<file path="src/rtl/exception_controller_pkg.sv">
// Shared types and constants for the external exception entry/exit sequencer.
package exceptionGroup;

    localparam int         NUM_SOURCES = 16;
    localparam logic [4:0] CAUSE_BASE  = 5'd16;

    typedef enum logic [2:0] {
        IDLE,
        ARM,
        SAVE,
        VECTOR,
        HANDLER
    } state_t;

    typedef struct packed {
        logic       pending;
        logic       inHandler;
        logic [4:0] cause;
    } statusBus;

endpackage

</file>
<file path="src/rtl/exception_controller_priority_encoder16.sv">
// Lowest-set-bit priority encoder: bit 0 wins.
module priority_encoder16 (
    input  logic [15:0] req,
    output logic        valid,
    output logic [3:0]  index
);

    always_comb begin
        valid = |req;
        index = '0;
        // Descending scan so the lowest set bit is the last assignment.
        for (int i = 15; i >= 0; i--) begin
            if (req[i]) index = 4'(i);
        end
    end

endmodule

</file>
<file path="src/rtl/exception_controller.sv">
// Arbitrates external exception requests, saves the return PC, vectors fetch
// into the handler table and tracks handler residency until ERET.
module exception_controller #(
    parameter int         NUM_SOURCES = exceptionGroup::NUM_SOURCES,
    parameter logic [4:0] CAUSE_BASE  = exceptionGroup::CAUSE_BASE
) (
    input  logic                   clk,
    input  logic                   reset,
    input  logic [NUM_SOURCES-1:0] exceptionReq,
    input  logic [NUM_SOURCES-1:0] exceptionMask,
    input  logic                   interruptEnable,
    input  logic [31:0]            isrBaseAddress,
    input  logic [31:0]            pcCurrent,
    input  logic                   instructionBoundary,
    input  logic                   vectorAck,
    input  logic                   returnFromException,
    output logic                   exceptionPending,
    output logic [4:0]             cause,
    output logic                   saveEn,
    output logic [31:0]            savedPc,
    output logic                   intDisable,
    output logic                   vectorValid,
    output logic [31:0]            vectorAddress,
    output logic                   inHandler
);
    import exceptionGroup::*;

    state_t                 state, stateNext;
    logic [NUM_SOURCES-1:0] enabled;
    logic                   winValid;
    logic [3:0]             winIdx;
    logic [4:0]             winCause;
    logic [4:0]             causeReg;
    logic [31:0]            pcReg, baseReg;
    statusBus               status;

    assign enabled  = interruptEnable ? (exceptionReq & exceptionMask) : '0;
    assign winCause = CAUSE_BASE + {1'b0, winIdx};

    priority_encoder16 u_penc (
        .req   (enabled),
        .valid (winValid),
        .index (winIdx)
    );

    always_ff @(posedge clk) begin
        if (reset) begin
            state    <= IDLE;
            causeReg <= '0;
            pcReg    <= '0;
            baseReg  <= '0;
        end else begin
            state <= stateNext;
            // ARM re-arbitrates each cycle so a higher-priority arrival wins.
            if ((state == IDLE || state == ARM) && winValid)
                causeReg <= winCause;
            if (state == ARM && winValid && instructionBoundary) begin
                pcReg   <= pcCurrent;
                baseReg <= isrBaseAddress;
            end
        end
    end

    always_comb begin
        stateNext = state;
        case (state)
            IDLE:    if (winValid) stateNext = ARM;
            ARM: begin
                if (!winValid)                stateNext = IDLE;
                else if (instructionBoundary) stateNext = SAVE;
            end
            SAVE:    stateNext = VECTOR;
            VECTOR:  if (vectorAck) stateNext = HANDLER;
            HANDLER: if (returnFromException) stateNext = IDLE;
            default: stateNext = IDLE;
        endcase
    end

    assign status = '{pending:   (state == ARM || state == SAVE || state == VECTOR),
                      inHandler: (state == HANDLER),
                      cause:     causeReg};

    assign exceptionPending = status.pending;
    assign inHandler        = status.inHandler;
    assign cause            = status.cause;
    assign saveEn           = (state == SAVE);
    assign intDisable       = (state == SAVE);
    assign savedPc          = pcReg;
    assign vectorValid      = (state == VECTOR);
    // Base is frozen on SAVE entry, so the address holds steady until vectorAck.
    assign vectorAddress    = (state == VECTOR) ? baseReg + {25'd0, causeReg, 2'b00} : '0;

endmodule

</file>
<file path="config.mk">
export PLATFORM = sky130hd
export DESIGN_NAME = exception_controller
export DESIGN_NICKNAME = d
export VERILOG_FILES = /design/src/rtl/exception_controller_pkg.sv /design/src/rtl/exception_controller_priority_encoder16.sv /design/src/rtl/exception_controller.sv
export SDC_FILE = /design/constraint.sdc
export NUM_CORES = 1
export LEC_CHECK = 0
export BUFFER_PORTS_ARGS = -buffer_cell sky130_fd_sc_hd__clkbuf_2
export CORE_MARGIN = 2
export CORE_UTILIZATION = 47
export DETAILED_ROUTE_END_ITERATION = 7
export GPL_ROUTABILITY_DRIVEN = 1
export MAX_ROUTING_LAYER = met4
export PLACE_DENSITY = 0.79
export SLEW_MARGIN = 20
export SYNTH_ARGS = -nofsm -noshare
export SYNTH_HDL_FRONTEND = slang
export SYNTH_SLANG_ARGS = --single-unit
</file>
<file path="constraint.sdc">
create_clock -name clk -period 3 [get_ports clk]
set_clock_uncertainty 0.05 [all_clocks]
set_input_delay 0.15 -clock clk [delete_from_list [all_inputs] [get_ports clk]]
set_output_delay 0.15 -clock clk [all_outputs]
set_load 0.01 [all_outputs]
</file>
* Word level (Yosys, flattened, before mapping) *
Index checks and enable logic that the tools add are counted.

word-level totals
  flip-flop bits (word level) = 72
  output and inout bits = 74

cells by class
  equality and inequality tests = 8
  reduce and logical (&&, ||, !) cells = 9
  add/subtract/negate cells = 2
  muxes and demuxes = 24
  bitwise operators = 1

operator list
  operator               number
  $mux W4                16
  $add A32 B7 Y32        1
  $mux W32               1
  $and A16 B16 Y16       1
  $mux W16               1
  $reduce_or A16 Y1      1
  $mux W3                5
  $pmux W3 S5            1
  $eq A3 B2 Y1 const B   2
  $ne A2 B2 Y1 const B   3
  $add A5 B4 Y5 const A  1
  $reduce_and A4 Y1      1
  $eq A3 B1 Y1 const B   1
  $eq A3 B3 Y1 const B   1
  $logic_and A1 B1 Y1    3
  $logic_not A3 Y1       1
  $logic_or A1 B1 Y1     3
  $ne A3 B3 Y1 const B   1

* Depth between registers and ports, before layout *
  depth after elaboration = 19
  gate-level depth with buffers = 9
  depth with buffers taken out = 8

* Modules after synthesis *
A second synthesis with hierarchy kept.

second synthesis, totals
  cell total of the unflattened synthesis = 515
  area total of the unflattened synthesis = 3837.4 um^2

modules (own cells, without submodules)
  module                area an instance (um^2)  sequential area each (um^2)  cells each  times used
  exception_controller  3661.0                   1441.4                       481         1
  priority_encoder16    176.4                    0.0                          34          1

* Least setup slack after synthesis *
No wires, ideal clock.

  path kind = reg2out
  start = reg causeReg[1], in the netlist cause[1]
  end = out vectorAddress[31]
  data arrival time = 2.150 ns
  stages on the path, launching flop included = 8
  path slack = 0.650 ns
  cells stage by stage = dfxtp_1 -> ha_1 -> a21o_1 -> a21oi_1 -> o21ai_1 -> nand3_1 -> or4_1 -> a21oi_1

between the ends
  longest elaborated chain between the ends = 2

ends and longest elaborated chain
  what                    RTL line                    RTL
  from (decl)             exception_controller.sv:33  logic [4:0] causeReg;
  from (signal assigned)  exception_controller.sv:56  causeReg <= winCause;
  $add A32 B7 Y32         exception_controller.sv:91  assign vectorAddress = (state == VECTOR) ? baseReg + {25'd0, causeReg, 2'b00} : '0;
  $mux W32                exception_controller.sv:91
  to (decl)               exception_controller.sv:23  output logic [31:0] vectorAddress,

No other way between the ends.

* Worst setup path after layout *
Ends and elaborated chain as after synthesis.

==> impl_metrics.tcl <==
set metrics [dict create \
    post_synth_fa_ha_maj_area_fraction 0.02246 \
    share_of_total_power_in_combinational_logic 0.229 \
    min_path_type "input port to flop" \
    achievable-frequency_mhz 366.2 \
    critical_path.startpoint "cause[1]" \
    synth.top_cells.by_count "sky130_fd_sc_hd__nand2_1, sky130_fd_sc_hd__a21oi_1, sky130_fd_sc_hd__dfxtp_1" \
    post_dp_cell_area_um2 4557 \
    status "finished, final reports clean" \
    row_count 32 \
    wl_um 11430 \
    rsz0062_at_grt "false" \
    cp-endpoint "vectorAddress[31]" \
    power.density_nw_per_um2 444.0 \
    max-slew-margin-rel 0.3630 \
    ant_nets 0 \
    number_of_global_route_vias_before_repair 4113 \
    setup_viol_count_final 0 \
    synth_enable_flop_cells 0 \
    slowest_stage "sky130_fd_sc_hd__or4_1" \
    route.vias.total 4326 \
    synth_flop_cell "sky130_fd_sc_hd__dfxtp_1" \
    yosys.area.top_type_share 0.3921 \
    cts_tree "built" \
    timing_worst_setup_path_type "flop to primary output" \
    timing.final.max_slew_violations 0 \
    max_cap_viol_count 0 \
    syn-num-nets 609 \
    design.portCount 176 \
    die_h_um 92.44 \
    final.setup.tns_ns 0 \
    grt_pass1_wl_um 18620 \
    share_of_total_power_in_sequential_cells 0.455 \
    finalWeightedCongestion 0.9267 \
    crit_path_cell_trace "ha_1, a21o_1, a21oi_1, o21ai_2, nand3_2, or4_1, a21oi_1, clkbuf_2" \
    timing.critical_path.to_type "primary output" \
    yosys.cell_types.count 45 \
    ff2ff_path_depth 5 \
    synth_compound_area_frac 0.1872 \
    min_period_over_period 0.9101 \
    synth.cell_area_um2 3676 \
    worst_hold_startpoint "exceptionMask[1]" \
    synth.top_cells.by_area "sky130_fd_sc_hd__dfxtp_1, sky130_fd_sc_hd__nand2_1, sky130_fd_sc_hd__a21oi_1, sky130_fd_sc_hd__xnor2_1, sky130_fd_sc_hd__nor2_1" \
    post_synth_and_or_nand_nor_area_fraction 0.2890 \
    fin_nets 835 \
    critical_path.startpoint_type "flop" \
    syn_to_final_growth_pct 47.24 \
    switching_power_w 0.0007377 \
    synthXorXnorAreaFrac 0.05480 \
    max-vdd-ir-drop_mv 0.3255 \
    yosysWarningCount 0 \
    gr-total-overflow 0 \
    tightestPinTransition_ns 0.9555 \
    drt_iter0_markers 197 \
    delay_of_the_slowest_critical_path_stage_ns 0.51 \
    synth_mux_area_frac 0 \
    crit-reg2reg-launch "state[2]" \
    clock_insertion_delay_worst_skew_ns 0.34 \
    grt_antenna_before_repair 0 \
    fp.dieArea_um2 8545 \
    clk_pin_slew_ns 0.07 \
    power.clock.fraction 0.317 \
    antenna_cell_count 0 \
    synthesized_netlist_cell_count 501 \
    synth.largest_area_cell "sky130_fd_sc_hd__dfxtp_1" \
    routedWlPerCell_um 13.70 \
    asyncSetResetFlopFracSynth 0 \
    synth.ff_latch_count 72 \
    worst-r2r-setup-slack_ns 0.78 \
    final_design_area_excluding_fillers_um2 5413 \
    place.port_buffers 175 \
    initial_core_util 0.4807 \
    chipWidth_um 92.44 \
    fraction_of_the_yosys_area_taken_by_sequential_cells 0.3921 \
    cts_buffer_depth 2 \
    grt_start_max_net_pins 65 \
    clock-sinks 72 \
    synth_most_common_cell "sky130_fd_sc_hd__nand2_1" \
    dp_hpwl_um 7483 \
    timing.critical_path.fanout_max 9 \
    global_route.usage.total 0.2742 \
    synth_top_family_by_area "simple AND/OR/NAND/NOR gates" \
    layout_min_cycle_time_ns 2.730 \
    total_leakage_power_nw 2.297 \
    core_area_um2 7647 \
    critical_path.reg2reg.endpoint "savedPc[10]" \
    drt_pass1_iterations 5 \
    finalHoldViolCount 0 \
    cts_root_buffer "sky130_fd_sc_hd__clkbuf_8" \
    number_of_buffers_inserted_during_clock_tree_synthesis 9 \
    path_common_cell "sky130_fd_sc_hd__a21oi_1" \
    cts.htree.levels 3 \
    swShare 0.3070 \
    drc_violations_left 0 \
    timing.critical_path.required_ns 2.80 \
    post_route_cells_drive_above_1_share 0.2746 \
    cellInternalPower_w 0.001665 \
    post_synth.cell_area_avg_um2 7.337 \
    critPathArrivalTime_ns 2.53 \
    via_per_inst 5.187 \
]
-- registers in the layout, summed over array words and instances (netlist names) --
signal / cells
state: 3
baseReg: 32
cause: 5
savedPc: 32
-- layer usage --
metal  part of all wire  GRT usage  wire length, um  up-vias
li1                   -          -                -     2157
met4              0.013    0.08831              146        0
met5                  0          -                0        -
met1               0.41     0.3252             4646     1982
met2               0.51     0.4714             5788      175
met3              0.074    0.05045              846       12
-- area by class of cell --
type,instances,area (um2)
flip-flops and latches,72,1441
fillers,638,2235
clock inverters,6,67.56
multi-input cells,392,2048
well taps,102,127.6
repair buffers,245,1574
inverters,7,26.28
clock buffers,10,127.6
-- kinds of logic (layout without fill, tap and decap cells) --
group	after synthesis	count (layout)
compound gates	117	117
flops	72	72
simple gates	246	246
buf+inv	37	268
xor+xnor	23	23
fa+ha+maj	6	6
-- worst min path at each step --
stage,endpoint,slack (ns),cells past startpoint
after floorplan,baseReg[0],0.24,2
after global placement,savedPc[31],0.32,3
after detailed placement,savedPc[31],0.33,3
after CTS,cause[0],0.04,3
after global routing,cause[0],0.06,3
final,cause[0],0.05,3
-- cells in the final DEF (no fill, tap or decap), types with 3 or more instances in the layout --
cell type                       instances
sky130_fd_sc_hd__clkbuf_8               9
sky130_fd_sc_hd__dlygate4sd3_1         64
sky130_fd_sc_hd__a22o_1                 9
sky130_fd_sc_hd__nor3_1                 3
sky130_fd_sc_hd__nor2_1                37
sky130_fd_sc_hd__inv_1                  7
sky130_fd_sc_hd__nand2_1              155
sky130_fd_sc_hd__a22oi_1                3
sky130_fd_sc_hd__o21ai_0                6
sky130_fd_sc_hd__clkbuf_2             175
sky130_fd_sc_hd__nand4_1                8
sky130_fd_sc_hd__buf_4                  5
sky130_fd_sc_hd__a21oi_1               78
sky130_fd_sc_hd__and3_1                 7
sky130_fd_sc_hd__xnor2_1               16
sky130_fd_sc_hd__xor2_1                 7
sky130_fd_sc_hd__ha_1                   5
sky130_fd_sc_hd__nand3_1                9
sky130_fd_sc_hd__a211oi_1               3
sky130_fd_sc_hd__nor4_1                 7
sky130_fd_sc_hd__o211ai_1               3
sky130_fd_sc_hd__or3_1                  3
sky130_fd_sc_hd__nor2b_1                4
sky130_fd_sc_hd__dfxtp_1               72
-- power by group through the flow --
stage               Clock [W]  Sequential, W  Combinational [W]
global route         0.000820        0.00110           0.000608
floorplan                   0        0.00111           0.000300
finish               0.000761        0.00109           0.000549
CTS                  0.000775        0.00109           0.000541
detailed placement          0        0.00111           0.000472
global placement            0        0.00111           0.000460
-- worst max-delay path: cells and delay by family, from the launching register on --
kind                       cells  cell delay (ns)
buffers and inverters          1             0.16
and+or+nand+nor                2             0.72
AOI/OAI and AO/OA              4             0.67
adders and majority gates      1             0.29
DFF                            1             0.35
-- metrics by stage --
step | utilization | power, W | hold WS, ns | std cells | setup slack, ns
finish | 0.7078 | 0.002403 | 0.05391 | 834 | 0.2696
global route | 0.7078 | 0.002532 | 0.06070 | 834 | 0.02158
CTS | 0.7052 | 0.002407 | 0.04447 | 833 | 0.006744
detailed placement | 0.5959 | 0.001585 | 0.3297 | 753 | 0.3923
global placement | 0.5959 | 0.001568 | 0.3224 | 753 | 0.4100
floorplan | - | 0.001410 | 0.2360 | 501 | 0.6504
-- timing repair --
action,CTS,global route
hold endpoints to repair,64,0
endpoints found under the setup margin,0,4
hold buffers,64,0
setup buffers,0,1
resized for setup,0,2
No activity file was read; power rests on OpenSTA's default activity.
